==> config.mk <==
export PLATFORM = sky130hd
export DESIGN_NAME = cnn_fc_layer_flat
export DESIGN_NICKNAME = d
export VERILOG_FILES = /design/src/rtl/cnn_fc_layer_if.sv /design/src/rtl/cnn_fc_layer.sv /design/src/flat_wrapper.sv
export SDC_FILE = /design/constraint.sdc
export NUM_CORES = 2
export LEC_CHECK = 0
export BUFFER_PORTS_ARGS = -buffer_cell sky130_fd_sc_hd__buf_2
export CAP_MARGIN = 25
export CORE_MARGIN = 2
export CORE_UTILIZATION = 35
export CTS_CLUSTER_DIAMETER = 120
export DETAILED_ROUTE_END_ITERATION = 12
export GPL_ROUTABILITY_DRIVEN = 1
export PLACE_DENSITY = 0.6
export SLEW_MARGIN = 20
export SYNTH_ARGS = -nofsm -noshare
export SYNTH_HDL_FRONTEND = slang
export SYNTH_SLANG_ARGS = --single-unit
==> constraint.sdc <==
create_clock -name clk -period 9.4 [get_ports clk]
set_input_delay 2.82 -clock clk [delete_from_list [all_inputs] [get_ports clk]]
set_output_delay 2.82 -clock clk [all_outputs]
set_load 0.05 [all_outputs]
==> src/rtl/cnn_fc_layer_if.sv <==
// Stream and weight-bus bundle for cnn_fc_layer.
//   in_valid/in_data/in_ready     : feature-word input stream (valid/ready)
//   w_wr_en/w_addr/w_data         : weight/bias write port
//   out_valid/out_data/out_idx/out_ready : result stream (valid/ready)
// Modports: master = producer/consumer side, slave = the layer itself.
interface cnn_fc_layer_if #(
  parameter int NUM_IN     = 24,
  parameter int NUM_OUT    = 2,
  parameter int DATA_WIDTH = 16
);
  localparam int AW = $clog2(NUM_OUT * NUM_IN + NUM_OUT);
  localparam int OW = (NUM_OUT > 1) ? $clog2(NUM_OUT) : 1;

  logic                  in_valid;
  logic [DATA_WIDTH-1:0] in_data;
  logic                  in_ready;
  logic                  w_wr_en;
  logic [AW-1:0]         w_addr;
  logic [DATA_WIDTH-1:0] w_data;
  logic                  out_valid;
  logic [DATA_WIDTH-1:0] out_data;
  logic [OW-1:0]         out_idx;
  logic                  out_ready;

  modport master (
    output in_valid, in_data, w_wr_en, w_addr, w_data, out_ready,
    input  in_ready, out_valid, out_data, out_idx
  );

  modport slave (
    input  in_valid, in_data, w_wr_en, w_addr, w_data, out_ready,
    output in_ready, out_valid, out_data, out_idx
  );
endinterface

==> src/rtl/cnn_fc_layer.sv <==
// Sequential fully-connected layer: buffers NUM_IN signed Q-format feature
// words, then computes NUM_OUT dot products (one MAC per cycle) plus bias and
// emits one saturated result per neuron over a valid/ready handshake.
// Ports:
//   clk      : clock, rising edge
//   reset_n  : asynchronous active-low reset
//   start    : begin inference (honoured only when idle)
//   busy     : high whenever not idle
//   done     : one-cycle pulse at end of inference
//   fc       : cnn_fc_layer_if.slave (input stream, weight bus, result stream)
// Build option: define FC_RELU_EN to clamp negative results to zero.
module cnn_fc_layer #(
  parameter int NUM_IN     = 24,
  parameter int NUM_OUT    = 2,
  parameter int DATA_WIDTH = 16,
  parameter int FRAC_BITS  = 8,
  parameter int ACC_WIDTH  = 40
) (
  input  logic clk,
  input  logic reset_n,
  input  logic start,
  output logic busy,
  output logic done,
  cnn_fc_layer_if.slave fc
);
  localparam int NW   = NUM_OUT * NUM_IN;
  localparam int NMEM = NW + NUM_OUT;
  localparam int AW   = $clog2(NMEM);
  localparam int OW   = (NUM_OUT > 1) ? $clog2(NUM_OUT) : 1;
  localparam int CW   = (NUM_IN > 1) ? $clog2(NUM_IN) : 1;
  localparam int PW   = 2 * DATA_WIDTH;

  typedef enum logic [2:0] {IDLE, LOAD, MAC, EMIT, DONE} state_t;
  state_t state;

  // Weights at 0..NW-1 (o*NUM_IN+i), biases at NW..NW+NUM_OUT-1.
  logic [DATA_WIDTH-1:0] wmem [NMEM];
  logic [DATA_WIDTH-1:0] xbuf [NUM_IN];

  logic [CW-1:0]                cnt;
  logic [CW-1:0]                i;
  logic [OW-1:0]                o;
  logic                         acc_ld;
  logic signed [ACC_WIDTH-1:0]  acc;

  logic [AW-1:0]                waddr_mac;
  logic [AW-1:0]                baddr;
  logic signed [PW-1:0]         prod;
  logic signed [ACC_WIDTH-1:0]  prod_ext;
  logic signed [ACC_WIDTH-1:0]  sum_next;
  logic signed [ACC_WIDTH-1:0]  bias_ext;
  logic [DATA_WIDTH-1:0]        bias_w;

  always_comb begin
    waddr_mac = AW'(o) * AW'(NUM_IN) + AW'(i);
    baddr     = AW'(NW) + AW'(o);
    prod      = $signed(xbuf[i]) * $signed(wmem[waddr_mac]);
    prod_ext  = {{(ACC_WIDTH-PW){prod[PW-1]}}, prod};
    sum_next  = acc + prod_ext;
    bias_w    = wmem[baddr];
    bias_ext  = $signed({{(ACC_WIDTH-DATA_WIDTH){bias_w[DATA_WIDTH-1]}}, bias_w}) <<< FRAC_BITS;
  end

  // Floor shift back to the Q format, then clamp to the signed output range.
  function automatic logic [DATA_WIDTH-1:0] sat_q(input logic signed [ACC_WIDTH-1:0] a);
    logic signed [ACC_WIDTH-1:0] s;
    logic [DATA_WIDTH-1:0]       r;
    s = a >>> FRAC_BITS;
    if (!s[ACC_WIDTH-1] && (|s[ACC_WIDTH-2:DATA_WIDTH-1]))
      r = {1'b0, {(DATA_WIDTH-1){1'b1}}};
    else if (s[ACC_WIDTH-1] && !(&s[ACC_WIDTH-2:DATA_WIDTH-1]))
      r = {1'b1, {(DATA_WIDTH-1){1'b0}}};
    else
      r = s[DATA_WIDTH-1:0];
`ifdef FC_RELU_EN
    if (r[DATA_WIDTH-1])
      r = '0;
`else
`endif
    return r;
  endfunction

  // Buffers carry no reset so weights survive an aborted inference.
  always_ff @(posedge clk) begin
    if (fc.w_wr_en && (state == IDLE) && (fc.w_addr < AW'(NMEM)))
      wmem[fc.w_addr] <= fc.w_data;
    if ((state == LOAD) && fc.in_valid)
      xbuf[cnt] <= fc.in_data;
  end

  always_ff @(posedge clk or negedge reset_n) begin
    if (!reset_n) begin
      state        <= IDLE;
      fc.in_ready  <= 1'b0;
      fc.out_valid <= 1'b0;
      fc.out_data  <= '0;
      fc.out_idx   <= '0;
      busy         <= 1'b0;
      done         <= 1'b0;
      cnt          <= '0;
      i            <= '0;
      o            <= '0;
      acc_ld       <= 1'b0;
      acc          <= '0;
    end else begin
      case (state)
        IDLE: begin
          if (start) begin
            state       <= LOAD;
            cnt         <= '0;
            fc.in_ready <= 1'b1;
            busy        <= 1'b1;
          end
        end
        LOAD: begin
          if (fc.in_valid) begin
            cnt <= cnt + CW'(1);
            if (cnt == CW'(NUM_IN - 1)) begin
              state       <= MAC;
              fc.in_ready <= 1'b0;
              o           <= '0;
              i           <= '0;
              acc_ld      <= 1'b1;
            end
          end
        end
        MAC: begin
          // First MAC cycle of each neuron preloads the bias; the NUM_IN
          // accumulate cycles follow, the last one registering the result.
          if (acc_ld) begin
            acc    <= bias_ext;
            acc_ld <= 1'b0;
          end else begin
            acc <= sum_next;
            if (i == CW'(NUM_IN - 1)) begin
              i            <= '0;
              state        <= EMIT;
              fc.out_valid <= 1'b1;
              fc.out_data  <= sat_q(sum_next);
              fc.out_idx   <= o;
            end else begin
              i <= i + CW'(1);
            end
          end
        end
        EMIT: begin
          if (fc.out_ready) begin
            fc.out_valid <= 1'b0;
            if (o == OW'(NUM_OUT - 1)) begin
              state <= DONE;
              done  <= 1'b1;
            end else begin
              o      <= o + OW'(1);
              acc_ld <= 1'b1;
              state  <= MAC;
            end
          end
        end
        DONE: begin
          done  <= 1'b0;
          busy  <= 1'b0;
          state <= IDLE;
        end
        default: state <= IDLE;
      endcase
    end
  end
endmodule

==> src/flat_wrapper.sv <==
// flat-port wrapper written by rule: the top's interface ports become plain ports
module cnn_fc_layer_flat 
#(
  parameter int NUM_IN     = 24,
  parameter int NUM_OUT    = 2,
  parameter int DATA_WIDTH = 16,
  parameter int FRAC_BITS  = 8,
  parameter int ACC_WIDTH  = 40
)
  (clk, reset_n, start, busy, done, fc_in_valid, fc_in_data, fc_w_wr_en, fc_w_addr, fc_w_data, fc_out_ready, fc_in_ready, fc_out_valid, fc_out_data, fc_out_idx);
  cnn_fc_layer_if #(.NUM_IN(NUM_IN), .NUM_OUT(NUM_OUT), .DATA_WIDTH(DATA_WIDTH)) fc_i ();
  input  logic clk;
  input  logic reset_n;
  input  logic start;
  output logic busy;
  output logic done;
  input wire logic [$bits(fc_i.in_valid)-1:0] fc_in_valid;
  input wire logic [$bits(fc_i.in_data)-1:0] fc_in_data;
  input wire logic [$bits(fc_i.w_wr_en)-1:0] fc_w_wr_en;
  input wire logic [$bits(fc_i.w_addr)-1:0] fc_w_addr;
  input wire logic [$bits(fc_i.w_data)-1:0] fc_w_data;
  input wire logic [$bits(fc_i.out_ready)-1:0] fc_out_ready;
  output wire logic [$bits(fc_i.in_ready)-1:0] fc_in_ready;
  output wire logic [$bits(fc_i.out_valid)-1:0] fc_out_valid;
  output wire logic [$bits(fc_i.out_data)-1:0] fc_out_data;
  output wire logic [$bits(fc_i.out_idx)-1:0] fc_out_idx;
  assign fc_i.in_valid = fc_in_valid;
  assign fc_i.in_data = fc_in_data;
  assign fc_i.w_wr_en = fc_w_wr_en;
  assign fc_i.w_addr = fc_w_addr;
  assign fc_i.w_data = fc_w_data;
  assign fc_i.out_ready = fc_out_ready;
  assign fc_in_ready = fc_i.in_ready;
  assign fc_out_valid = fc_i.out_valid;
  assign fc_out_data = fc_i.out_data;
  assign fc_out_idx = fc_i.out_idx;
  cnn_fc_layer #(.NUM_IN(NUM_IN), .NUM_OUT(NUM_OUT), .DATA_WIDTH(DATA_WIDTH), .FRAC_BITS(FRAC_BITS), .ACC_WIDTH(ACC_WIDTH)) u_core (.clk(clk), .reset_n(reset_n), .start(start), .busy(busy), .done(done), .fc(fc_i));
endmodule
# After elaboration in Yosys (flattened, before gate mapping)
# Memories as Yosys holds them, arrays and structs flattened.
# Index checks and enable logic that the tools add are counted.
dict set report word_totals {
  register_bits 76
  latch_bits 0
  ramBits 1184
  mem_bits_ro 0
  input_bits 44
  output_inout_bits 21
  elab_cells 108
  memories 2
}
# name depth width rd rd_clocked_by_memory_dff wr line
set memory_table {}
lappend memory_table {u_core.wmem 50 16 2 0 1 cnn_fc_layer.sv:37} ;# logic [DATA_WIDTH-1:0] wmem [NMEM];
lappend memory_table {u_core.xbuf 24 16 1 0 1 cnn_fc_layer.sv:38} ;# logic [DATA_WIDTH-1:0] xbuf [NUM_IN];
dict set report op_classes {
  add_sub_neg 6
  n_mul 2
  div 0
  order_cmp 1
  n_eq_ne 14
  shifts 0
  mux 43
  bitwise 1
  reduce_logical 27
}
# operator count
set op_table {}
lappend op_table {{40-bit by 32-bit adder with 40-bit output} 1}
lappend op_table {{40-bit 2-to-1 mux} 1}
lappend op_table {{16-bit by 16-bit multiplier with 32-bit output} 1}
lappend op_table {{16-bit 2-to-1 mux} 2}
lappend op_table {{5-bit 2-to-1 mux} 6}
lappend op_table {{3-bit 2-to-1 mux} 7}
lappend op_table {{5-bit case mux with 2 select lines} 2}
lappend op_table {{1-bit 2-to-1 mux} 18}
lappend op_table {{17-bit AND reduction} 1}
lappend op_table {{17-bit OR reduction} 1}
lappend op_table {{4-bit AND reduction} 4}
lappend op_table {{2-bit inequality test (second input constant)} 6}
lappend op_table {{3-bit case mux with 4 select lines} 1}
lappend op_table {{2-bit nonzero test} 6}
lappend op_table {{5-bit by 1-bit adder with 5-bit output (second input constant)} 2}
lappend op_table {{5-bit == test (second input constant)} 2}
lappend op_table {{1-bit case mux with 2 select lines} 5}
lappend op_table {{3-bit AND reduction} 3}
lappend op_table {{5-bit by 2-bit adder with 6-bit output (first input constant)} 1}
lappend op_table {{6-bit by 5-bit adder with 6-bit output} 1}
lappend op_table {{3-bit by 2-bit == test with 1-bit output (second input constant)} 2}
lappend op_table {{6-bit < comparator (second input constant)} 1}
lappend op_table {{6-bit AND reduction} 1}
lappend op_table {{1-bit logical AND} 5}
lappend op_table {{12 further kinds} 14}

# Longest topological paths before layout
# An unclocked memory read counts as a cell.
dict set report logic_depth {
  depth_word 10
  mapped_depth 41
  depth_no_buf 31
}

# Worst setup path before layout
# No wires, ideal clock.
dict set report synth_timing {
  path_type {register -> register}
  from {register u_core.o}
  to {register u_core.fc.out_data[10]}
  setup_ps 80
  arrival_time_ps 9588
  required_time_ps 9320
  slack_ps -267
  stages_incl_launch_ff 35
  n_path_buf 7
  synth_period_minus_slack_ps 9667
  path_cell_list {dfrtp_1 > clkbuf_1 > buf_1 > inv_1 > fa_1 > inv_2 > clkbuf_1 > mux2_2 > a21oi_1 > clkbuf_1 > nor2_1 > fa_1 > inv_1 > fa_1 > fa_1 > inv_1 > fa_1 > fa_1 > inv_1 > fa_1 > inv_1 > ha_1 > buf_6 > a21oi_2 > o22ai_1 > a2111o_1 > o21a_1 > buf_6 > a221o_1 > a31oi_2 > nand3_1 > or3_1 > o41a_1 > buf_6 > o22ai_2}
}
dict set report synth_via {
  elab_chain_len 10
  elab_cells_between_ends 13
  cone_classes {add/sub: 2; mul: 2; mux: 2; reduce/logical: 6; memory: 1}
}
# item line
set synth_rtl {}
lappend synth_rtl {{start, declared} cnn_fc_layer.sv:42} ;# logic [OW-1:0] o;
lappend synth_rtl {{start signal, assigned} cnn_fc_layer.sv:153} ;# o <= o + OW'(1);
lappend synth_rtl {{1-bit by 2-bit multiplier with 3-bit output (*)} cnn_fc_layer.sv:55} ;# waddr_mac = AW'(o) * AW'(NUM_IN) + AW'(i);
lappend synth_rtl {{6-bit by 5-bit adder with 6-bit output (*)} cnn_fc_layer.sv:55}
lappend synth_rtl {{memory 50 x 16 bit (*)} --}
lappend synth_rtl {{16-bit by 16-bit multiplier with 32-bit output (*)} cnn_fc_layer.sv:57} ;# prod = $signed(xbuf[i]) * $signed(wmem[waddr_mac]);
lappend synth_rtl {{40-bit by 32-bit adder with 40-bit output (*)} cnn_fc_layer.sv:59} ;# sum_next = acc + prod_ext;
lappend synth_rtl {{17-bit AND reduction} cnn_fc_layer.sv:71} ;# else if (s[ACC_WIDTH-1] && !(&s[ACC_WIDTH-2:DATA_WIDTH-1]))
lappend synth_rtl {{1-bit zero test} cnn_fc_layer.sv:71}
lappend synth_rtl {{1-bit logical AND} cnn_fc_layer.sv:71}
lappend synth_rtl {{16-bit 2-to-1 mux} cnn_fc_layer.sv:71}
lappend synth_rtl {{16-bit 2-to-1 mux (*)} cnn_fc_layer.sv:69} ;# if (!s[ACC_WIDTH-1] && (|s[ACC_WIDTH-2:DATA_WIDTH-1]))
lappend synth_rtl {{end signal, assigned} cnn_fc_layer.sv:139} ;# fc.out_data <= sat_q(sum_next);
lappend synth_rtl {{end, declared} cnn_fc_layer_if.sv:32} ;# output in_ready, out_valid, out_data, out_idx
# Mark *: on every way between the ends. The rest lies on a longest branch, timed or not.
# A chain may end at the register's enable or synchronous reset.

# Worst setup path after layout
dict set report layout_timing {
  from {register u_core.i[0]}
  to {register u_core.fc.out_data[14]}
}
dict set report layout_via {
  elab_chain_len 9
  elab_cells_between_ends 15
  cone_classes {add/sub: 2; mul: 1; eq/ne: 1; mux: 2; reduce/logical: 7; memory: 2}
}
# item line
set layout_rtl {}
lappend layout_rtl {{start, declared} cnn_fc_layer.sv:41} ;# logic [CW-1:0] i;
lappend layout_rtl {{start signal, assigned} cnn_fc_layer.sv:142} ;# i <= i + CW'(1);
lappend layout_rtl {{6-bit by 5-bit adder with 6-bit output} cnn_fc_layer.sv:55}
lappend layout_rtl {{memory 50 x 16 bit} --}
lappend layout_rtl {{16-bit by 16-bit multiplier with 32-bit output} cnn_fc_layer.sv:57}
lappend layout_rtl {{40-bit by 32-bit adder with 40-bit output} cnn_fc_layer.sv:59}
lappend layout_rtl {{17-bit AND reduction} cnn_fc_layer.sv:71}
lappend layout_rtl {{1-bit zero test} cnn_fc_layer.sv:71}
lappend layout_rtl {{1-bit logical AND} cnn_fc_layer.sv:71}
lappend layout_rtl {{16-bit 2-to-1 mux} cnn_fc_layer.sv:71}
lappend layout_rtl {{16-bit 2-to-1 mux} cnn_fc_layer.sv:69}
# Several ways; a longest one is shown, not always the timed one.

==> summary.md <==
| Metric | Value |
|---|---|
| WL per Instance | 24.2 µm |
| TritonCTS buffer count | 135 |
| Root buffer cell | clkbuf_16 |
| Hold Crit Class | flip-flop to flip-flop |
| Max H-tree Level | 4 |
| Layout cells sized above 1 | 27.6% |
| Post-Place Cells | 6138 |
| Final Net Count | 4503 |
| FF-to-FF setup slack | 230 ps |
| Fmax | 0.109 GHz |
| Crit share post-route | 97.6% |
| Drt via density | 5.15 |
| Unique masters post-synth | 74 |
| Synth async-reset ratio | 6.03% |
| Status | complete, no violations |
| Sequential element share of the synthesized area | 60.9% |
| Die area | 179000 µm² |
| Max FO, Critical Path | 15 |
| R2r startpoint | u_core.i[0] |
| Global-route wire length before repair | 230000 µm |
| Setup crit end | u_core.fc.out_data[14] |
| Startpoint Class | flip-flop |
| Number of global-route vias before repair | 34800 |
| Site row count | 153 |
| Final hold vios | 0 |
| Synth Cell Area | 61500 µm² |
| Crit path top cell by count | fa_1 |
| Synth warnings | 0 |
| CTS tree | done |
| Clock sinks | 1260 |
| Kind of critical path | flip-flop to flip-flop |
| Die Y | 423 µm |
| Slowest-stage cell, CP | fa_1 |
| Mapped Cells | 3666 |
| Final setup violating endpoints | 0 |
| DRT Wirelength | 156000 µm |
| Largest net degree at the start of global routing | 79 |
| Hold Buf Count CTS | 0 |
| Initial DRC Count | 3029 |
| Normalized max-slew margin | 30.3% |
| Die width | 423 µm |
| DRT antenna net count | 0 |
| Max Slew Vio Count | 0 |
| Worst slew pin tran | 1040 ps |
| Mean Syn Cell Area | 16.8 µm² |
| I/O pins | 65 |
| Yosys reg bits | 1260 |
| Worst Path Required | 10080 ps |
| Synthesis-to-layout area growth | 17.2% |
| # DRC | 0 |
| Reg-to-Reg End | u_core.fc.out_data[14] |
| Clk_lat worst skew | 780 ps |
| Crit path time final | 9170 ps |
| CP Capture Type | flip-flop |
| Clock Path Buffers | 3 |
| Net count of the mapped netlist | 4162 |
| Synth top area share | 57.8% |
| Synth top area cells | edfxtp_1 58%, mux4_2 13%, fa_1 11%, dfrtp_1 3.1%, ha_1 2.5% |
| Initial antenna violation count | 14 |
| DR vias | 33200 |
| GP Congestion | 0.886 |
| FF-to-FF path depth | 31 |
| Yosys top cell by area | edfxtp_1 |
| Hold WS | 474 ps |
| DP HPWL | 103000 µm |
| Total grt overflow | 0 |
| CP max stage delay | 600 ps |
| Top_reg_cell synth | edfxtp_1 |
| Clk_skew | 47.8 ps |
| Port-buffer cells | 64 |
| Final Util | 41.4% |
| Setup crit start | u_core.i[0] |
| Post-synth EDFFs | 1184 |
| Max_cap viols | 0 |
| Core Box Area | 174000 µm² |
| Clock transition at the registers of the reported paths | 60 ps |
| Hold Path Origin | u_core.fc.out_valid |
| Total Routing Usage GR | 17.4% |
| Initial Util | 35.3% |
| WP data arrival | 9850 ps |
| First-pass DRT Iterations | 5 |
| Cell Count, Final, Fillers Out | 6441 |
==> state kept, by name, summed over array words and instances (netlist names), 3 cells and up <==
| name | count |
|---|---|
| u_core.state | 3 |
| u_core.acc | 40 |
| u_core.fc.out_data | 16 |
| u_core.cnt | 5 |
| u_core.i | 5 |
| u_core.xbuf | 384 |
| u_core.wmem | 800 |
==> critical path: cells and delay by family, from the launching register on <==
kind                       cells  cell delay (ps)
AOI/OAI and AO/OA              7             1740
adders and majority gates      7             3350
buffers and inverters          9             1150
DFF                            1              500
muxes                          3             1390
and+or+nand+nor                5              900
==> worst min-delay path by stage <==
stage                               end  cells past startpoint
global placement    u_core.fc.out_valid                      1
global route        u_core.fc.out_valid                      1
detailed placement  u_core.fc.out_valid                      1
floorplan                 u_core.acc[6]                      2
CTS                 u_core.fc.out_valid                      1
finish              u_core.fc.out_valid                      1
==> final cells by class <==
cell class                 count  area (µm²)
inverter                     374        1420
tap                         2325        2910
fill                       15600      102000
antenna                        4        10.0
multi-input combinational   1862       22500
sequential                  1260       37500
timing repair buffer         373        3400
clock buffer                 164        3560
timing repair inverter         1        7.51
clock inverter                78         858
==> per-layer routing <==
layer  vias to the layer above  share of wire (%)  GRT usage (%)  wire (µm)
li1                      14300                  -              -          -
met1                     17600                 41           22.9      64300
met2                      1016                 50           29.5      78500
met3                       227                5.4           2.87       8450
met4                        12                2.8           5.25       4360
met5                         -              0.051              0         80
==> cell usage after synthesis (4+ instances only) <==
cell type and number:
a21oi_1 70, mux2i_1 46, o21ai_0 81, nor3_1 19, a21o_1 22, mux2_2 23
or3b_2 5, nand3_1 22, a21oi_2 4, nor4_1 4, a2111oi_0 4, nand2b_1 33
nor2_1 307, nand2_1 185, or2_2 15, mux4_2 352, a22oi_1 14, inv_1 373
nand4b_1 5, xnor2_1 25, a31oi_1 6, o31ai_1 4, xor2_1 14, buf_4 9
nand4_1 13, a211o_1 5, fa_1 331, or3_1 7, o22ai_2 10, ha_1 121
buf_1 31, nand3b_1 8, dfrtp_1 76, edfxtp_1 1184, a211oi_1 5, o211ai_1 8
nor2b_1 8, and3_1 10, clkbuf_1 90, and2_1 10, o21a_1 6, o311ai_0 6
a221oi_1 5, o22ai_1 7, buf_2 37
==> logic make-up (layout without fill, tap and decap cells) <==
kind of cell | Yosys count | in the layout | share of synthesized area (%)
AOI/OAI and AO/OA | 290 | 290 | 3.11
xor gates and xnor gates | 39 | 39 | 0.555
adders and majority gates | 452 | 452 | 13.2
buffers and inverters | 544 | 990 | 3.48
DFF | 1260 | 1260 | 60.9
muxes | 421 | 421 | 14.1
other | 0 | 4 | 0
and+or+nand+nor | 660 | 660 | 4.71
==> stage by stage <==
stage	TNS, ps	cell area (µm²)	setup WS (ps)
2_1_floorplan	0	61600	31.7
3_3_place_gp	-3.47	66400	-3.47
3_5_place_dp	-129	66600	-72.9
4_1_cts	0	71000	21.5
5_1_grt	-82.7	72200	-42.2
6_report	0	72200	228
==> what timing repair did <==
action	CTS	global route
buffers inserted	0	46
resized for setup	5	101
pin swaps	0	15
setup endpoints to repair	15	16
gates cloned	0	9
==> placed cells by master (no fill, tap or decap), types with 67 or more instances in the layout <==
cell	n
nor2_2	67
ha_1	106
edfxtp_1	1184
mux4_2	352
nor2_1	234
o21ai_0	76
fa_1	327
dfrtp_1	72
buf_4	241
inv_1	365
nand2_1	180
clkbuf_16	142
Power is not shown: default switching activity piles up to over one toggle a cycle in this logic, so the estimate is an artifact.
